## config.mk

```make
export PLATFORM = sky130hd
export DESIGN_NAME = ula_req_scheduler
export DESIGN_NICKNAME = d
export VERILOG_FILES = /design/src/rtl/ula_req_scheduler.sv
export SDC_FILE = /design/constraint.sdc
export NUM_CORES = 1
export LEC_CHECK = 0
export ABC_CLOCK_PERIOD_IN_PS = 3350
export CAP_MARGIN = 10
export CORE_ASPECT_RATIO = 1.75
export CORE_MARGIN = 2
export CORE_UTILIZATION = 40
export DETAILED_ROUTE_END_ITERATION = 16
export GPL_ROUTABILITY_DRIVEN = 0
export PLACE_DENSITY = 0.86
export SETUP_SLACK_MARGIN = 0.3
export SLEW_MARGIN = 20
export SYNTH_ARGS = -nofsm -noshare
export SYNTH_HDL_FRONTEND = slang
export SYNTH_SLANG_ARGS = --single-unit
```

## constraint.sdc

```tcl
create_clock -name clk_i -period 3.35 [get_ports clk_i]
set_clock_uncertainty 0.2 [all_clocks]
set_input_delay 0.335 -clock clk_i [delete_from_list [all_inputs] [get_ports clk_i]]
set_output_delay 0.335 -clock clk_i [all_outputs]
set_load 0.005 [all_outputs]
```

## src/rtl/ula_req_scheduler.sv

```systemverilog
// Arbitrates NREQ requesters onto one combinational ULA and returns the tagged result.
// Optional build macro ULA_FIXED_PRIO_EN selects fixed lowest-index priority instead of round-robin.
module ula_req_scheduler #(
   parameter int NREQ = 4,
   parameter int IDW  = 2
) (
   input  logic              clk_i,
   input  logic              rst_n_i,
   input  logic [NREQ-1:0]   req_valid_i,
   input  logic [3*NREQ-1:0] req_op_i,
   input  logic [8*NREQ-1:0] req_a_i,
   input  logic [8*NREQ-1:0] req_b_i,
   output logic [NREQ-1:0]   req_ready_o,
   output logic [7:0]        ula_srca_o,
   output logic [7:0]        ula_srcb_o,
   output logic [2:0]        ula_ctrl_o,
   input  logic [7:0]        ula_result_i,
   input  logic              ula_flagz_i,
   output logic              rsp_valid_o,
   output logic [IDW-1:0]    rsp_id_o,
   output logic [7:0]        rsp_data_o,
   output logic              rsp_flagz_o,
   input  logic              rsp_ready_i
);

   typedef enum logic [1:0] {
      IDLE = 2'd0,
      EXEC = 2'd1,
      RESP = 2'd2
   } state_e;

   state_e         state_q, state_d;
   logic [7:0]     ula_srca_q, ula_srcb_q;
   logic [2:0]     ula_ctrl_q;
   logic [IDW-1:0] id_q;
   logic           rsp_valid_q, rsp_flagz_q;
   logic [IDW-1:0] rsp_id_q;
   logic [7:0]     rsp_data_q;
   logic           win_any;
   logic [IDW-1:0] win_id;
   logic           accept;

`ifdef ULA_FIXED_PRIO_EN
   // Descending scan so the lowest valid index is the last to be written.
   always_comb begin
      int idx;
      win_any = 1'b0;
      win_id  = '0;
      idx     = 0;
      for (int i = NREQ - 1; i >= 0; i--) begin
         idx = i;
         if (req_valid_i[idx[IDW-1:0]]) begin
            win_any = 1'b1;
            win_id  = idx[IDW-1:0];
         end
      end
   end
`else
   logic [IDW-1:0] rr_ptr_q;

   // Scan offsets from rr_ptr downwards so the smallest offset wins, wrapping at NREQ-1.
   always_comb begin
      int idx;
      win_any = 1'b0;
      win_id  = '0;
      idx     = 0;
      for (int k = NREQ - 1; k >= 0; k--) begin
         idx = int'(rr_ptr_q) + k;
         if (idx >= NREQ) idx = idx - NREQ;
         if (req_valid_i[idx[IDW-1:0]]) begin
            win_any = 1'b1;
            win_id  = idx[IDW-1:0];
         end
      end
   end

   always_ff @(posedge clk_i) begin
      if (!rst_n_i)
         rr_ptr_q <= '0;
      else if (accept)
         rr_ptr_q <= (win_id == IDW'(NREQ - 1)) ? '0 : win_id + 1'b1;
   end
`endif

   assign accept      = (state_q == IDLE) && win_any;
   assign req_ready_o = (accept && rst_n_i) ? (NREQ'(1) << win_id) : '0;

   always_ff @(posedge clk_i) begin
      if (!rst_n_i)
         state_q <= IDLE;
      else
         state_q <= state_d;
   end

   always_comb begin
      state_d = state_q;
      case (state_q)
         IDLE:    if (win_any) state_d = EXEC;
         EXEC:    state_d = RESP;
         RESP:    if (rsp_ready_i) state_d = IDLE;
         default: state_d = IDLE;
      endcase
   end

   // ULA operands only move on accept, so the ULA inputs stay quiet between ops.
   always_ff @(posedge clk_i) begin
      if (!rst_n_i) begin
         ula_srca_q  <= '0;
         ula_srcb_q  <= '0;
         ula_ctrl_q  <= '0;
         id_q        <= '0;
         rsp_valid_q <= 1'b0;
         rsp_id_q    <= '0;
         rsp_data_q  <= '0;
         rsp_flagz_q <= 1'b0;
      end else begin
         case (state_q)
            IDLE: begin
               if (win_any) begin
                  ula_ctrl_q <= req_op_i[3*win_id +: 3];
                  ula_srca_q <= req_a_i[8*win_id +: 8];
                  ula_srcb_q <= req_b_i[8*win_id +: 8];
                  id_q       <= win_id;
               end
            end
            EXEC: begin
               rsp_valid_q <= 1'b1;
               rsp_id_q    <= id_q;
               rsp_data_q  <= ula_result_i;
               // FlagZ is only meaningful for the compare/subtract codes.
               rsp_flagz_q <= ((ula_ctrl_q == 3'b101) || (ula_ctrl_q == 3'b110)) ? ula_flagz_i : 1'b0;
            end
            RESP: begin
               if (rsp_ready_i) rsp_valid_q <= 1'b0;
            end
            default: ;
         endcase
      end
   end

   assign ula_srca_o  = ula_srca_q;
   assign ula_srcb_o  = ula_srcb_q;
   assign ula_ctrl_o  = ula_ctrl_q;
   assign rsp_valid_o = rsp_valid_q;
   assign rsp_id_o    = rsp_id_q;
   assign rsp_data_o  = rsp_data_q;
   assign rsp_flagz_o = rsp_flagz_q;

endmodule

```

==> results.md <==
- WP data arrival: 2330 ps
- Setup_tns: 0 ps
- Hold Path Class: reg2reg
- Slew @ Worst Pin: 753 ps
- # Post-CTS Setup Buffers: 0
- Vias per inst: 5.30
- Clk sinks: 37
- CP peak stage delay: between 500 and 600 ps
- Synth Cell Area: 2060 um2
- Reg2reg path depth: 6
- Hold Fails Final Rpt: 0
- Share of layout cells above drive strength 1: 6.23%
- Area post-placement: 3340 um2
- Cell area after layout: 3440 um2
- Overall routing resource usage: 21.3%
- Status: completed
- Period minus WS final: 2860 ps
- Antenna-violating nets left: 0
- Vias: 2,241
- Core Area: around 5000 um2
- Flops & latches, synth: 37
- Ports: 127
- Wire length of the first global-routing pass: 9.54 mm
- Routed wire per std cell: about 14 um
- Drt pass-1 iters: 4
- Post-synth ARST share: 0%
- CTS tree: done
- Critical Path RT: 2810 ps
- Area growth, synth to finish: 67.2%
- Rows: 34
- Final Max Slew Viols: 0
- Die ar.: 5750 um2
- Final Non-Filler Cells: 423
- R2R Path End: ula_ctrl_o[2]$_SDFFE_PN0P_
- Ant. Diodes: 0
- CTS hold repair buffers: 0
- Grt ovf: 0
- Reg clk slew, reported paths: 70 ps
- CP Cell Sequence: clkdlybuf4s50_1 -> nor2b_1 -> a221o_1 -> and2_1 -> ha_1 -> and2_1 -> clkdlybuf4s50_1
- Nets: roughly 460
- Power density cells: roughly 410 nW/um2
- Latest clock arrival within the worst-skew pair: between 200 and 300 ps
- Drc violations: 0
- CTS H-tree depth: 2
- CP max FO: 7
- Largest net degree at the start of global routing: 39
- Synth top area share: 36.0%
- Final setup fails: 0
- Cts repair resizes: 0
- Aggregate routed wire length: between 6 and 7 mm
- Slew headroom: between 40 and 50%
- Initial antenna violation count: 0
- Die W: 58.2 um
- Hold endpoint: rsp_data_o[1]$_SDFFE_PN0P_
- Root Driver: clkbuf_8
- Fill count: 436
- Syn Area/Cell: 8.36 um2
- Max-cap viol count: 0
- Initial DRC count: between 50 and 60
- Unique masters post-synth: 33
- Critical setup path kind: in2out
- Area contributors post-synth: dfxtp_1 36%, mux2i_1 11%, nand2_1 7.9%, a21boi_0 6.9%, o211ai_1 6.9%
- Fin crit share: 85.5%
- Number of flops mapped to enable cells by yosys: 0
- Worst hold path depth: 2
- Max rail drop VDD: 344 uV
- Initial Util: 41.3%
- Fmax achieved: between 300 and 400 MHz
- Setup crit end kind: primary output
- Num CTS Buffers: 5
- Worst hold start: rsp_data_o[1]$_SDFFE_PN0P_
- R2R Setup Slk: 1400 ps
- Syn_nets: 340
- HPWL after detailed placement: 4.79 mm
- Critical Path Source Type: input port
- Warnings from Yosys: 0
- CTS Buffer Depth: 2
- Cells after synthesis: about 250
- RSZ-0062 raised after global routing: false
- Sequential fraction of the synthesis area: 36.0%
- Vias in the first global route: about 2,100
- RR Startpoint: rr_ptr_q[1]$_SDFFE_PN0P_
- Port buffer count: 126
- Die H: 98.8 um
- Synth area leader: dfxtp_1
- LEAKAGE: 1.33 nW
- Dpl cells: approximately 420
- Primary FF master, synth: dfxtp_1
- CP max-delay cell: clkdlybuf4s50_1
worst max path at each step:
stage | cells after the start | start | endpoint | slack, ps
6_report | 7 | req_valid_i[2] | req_ready_o[3] | 490
5_1_grt | 7 | req_valid_i[2] | req_ready_o[3] | 320
4_1_cts | 6 | req_valid_i[1] | req_ready_o[1] | 430
3_5_place_dp | 6 | req_valid_i[1] | req_ready_o[1] | 460
3_3_place_gp | 6 | req_valid_i[1] | req_ready_o[1] | 530
2_1_floorplan | 7 | rr_ptr_q[1]$_SDFFE_PN0P_ | req_ready_o[2] | 1340
cell usage after synthesis (2+ instances only):
library cell  count
dfxtp_1          37
and2_1            3
nor2b_1           5
o211ai_1         19
a21oi_1          15
a21boi_0         19
clkbuf_1          7
nor3_2            2
nand2_1          43
nor2_1            5
ha_1              2
and3_1           19
buf_6             4
buf_2             6
o21ai_0           9
o21ai_1          11
mux2i_1          23
inv_1             2
final cells by class:
class                      instances  area [um2]  share of cell area (%)
tap                               54        67.6                    1.97
sequential                        37         741                    21.6
timing repair buffer             135        1330                    38.7
inverter                           3        11.3                   0.328
clock buffer                       7        86.3                    2.51
multi-input combinational        187        1200                    35.0
logic make-up after synthesis:
kind of cell | after synthesis | share of synthesized area (%)
xor gates and xnor gates | 1 | 0.426
muxes | 23 | 11.2
and+or+nand+nor | 86 | 21.8
AOI/OAI and AO/OA | 75 | 23.3
adders and majority gates | 2 | 1.22
DFF | 37 | 36.0
buffers and inverters | 22 | 6.09
state kept, by name, indices dropped and copies added, names as in the netlist:
name and cells:
id_q 2, rr_ptr_q 2, rsp_data_o 8, rsp_flagz_o 1, rsp_id_o 2, rsp_valid_o 1, state_q 2, ula_ctrl_o 3
ula_srca_o 8, ula_srcb_o 8
layout by cell type, fill, tap and decap left out, drive strengths merged:
cell,instances
nor4b,1
nor2,6
or3b,1
o21bai,1
nor3,3
nand4,1
dfxtp,37
buf,9
clkbuf,7
o211ai,19
nand2b,1
and3,19
ha,2
and2,3
and2b,1
o21ai,20
nand2,43
inv,3
mux2i,23
nor4,2
clkdlybuf4s50,126
a21boi,19
a221o,1
a21oi,15
nor2b,5
xor2,1
critical path, delay by kind of cell:
family | cells | cell delay, ps
fa+ha+maj | 1 | 190
simple gates | 3 | 590
buf+inv | 2 | 1030
compound gates | 1 | 180
layer usage:
| layer | vias to the layer above | share of wire, % | track usage [%] | routed length [um] |
|---|---|---|---|---|
| met3 | 18 | 6.1 | 4.59 | 367 |
| met1 | 1016 | 34 | 21.8 | 2040 |
| li1 | 1117 | - | - | - |
| met5 | - | 0 | 0 | 0 |
| met4 | 0 | 3.5 | 10.6 | 211 |
| met2 | 90 | 56 | 39.1 | 3390 |
per-stage QoR:
step           worst slack [ps]  hold WS [ps]  util, %  power [mW]
3_5_place_dp                461           243     67.2        1.10
4_1_cts                     425           257     68.9        1.42
2_1_floorplan              1340           231        -       0.825
5_1_grt                     319           274     69.1        1.49
3_3_place_gp                533           241     67.2        1.09
6_report                    487           254     69.1        1.40
power by group:
group	switching [mW]	internal, mW
logic	0.224	0.321
clock network	0.148	0.163
registers	0.0399	0.505
No activity file was read; power rests on OpenSTA's default activity.
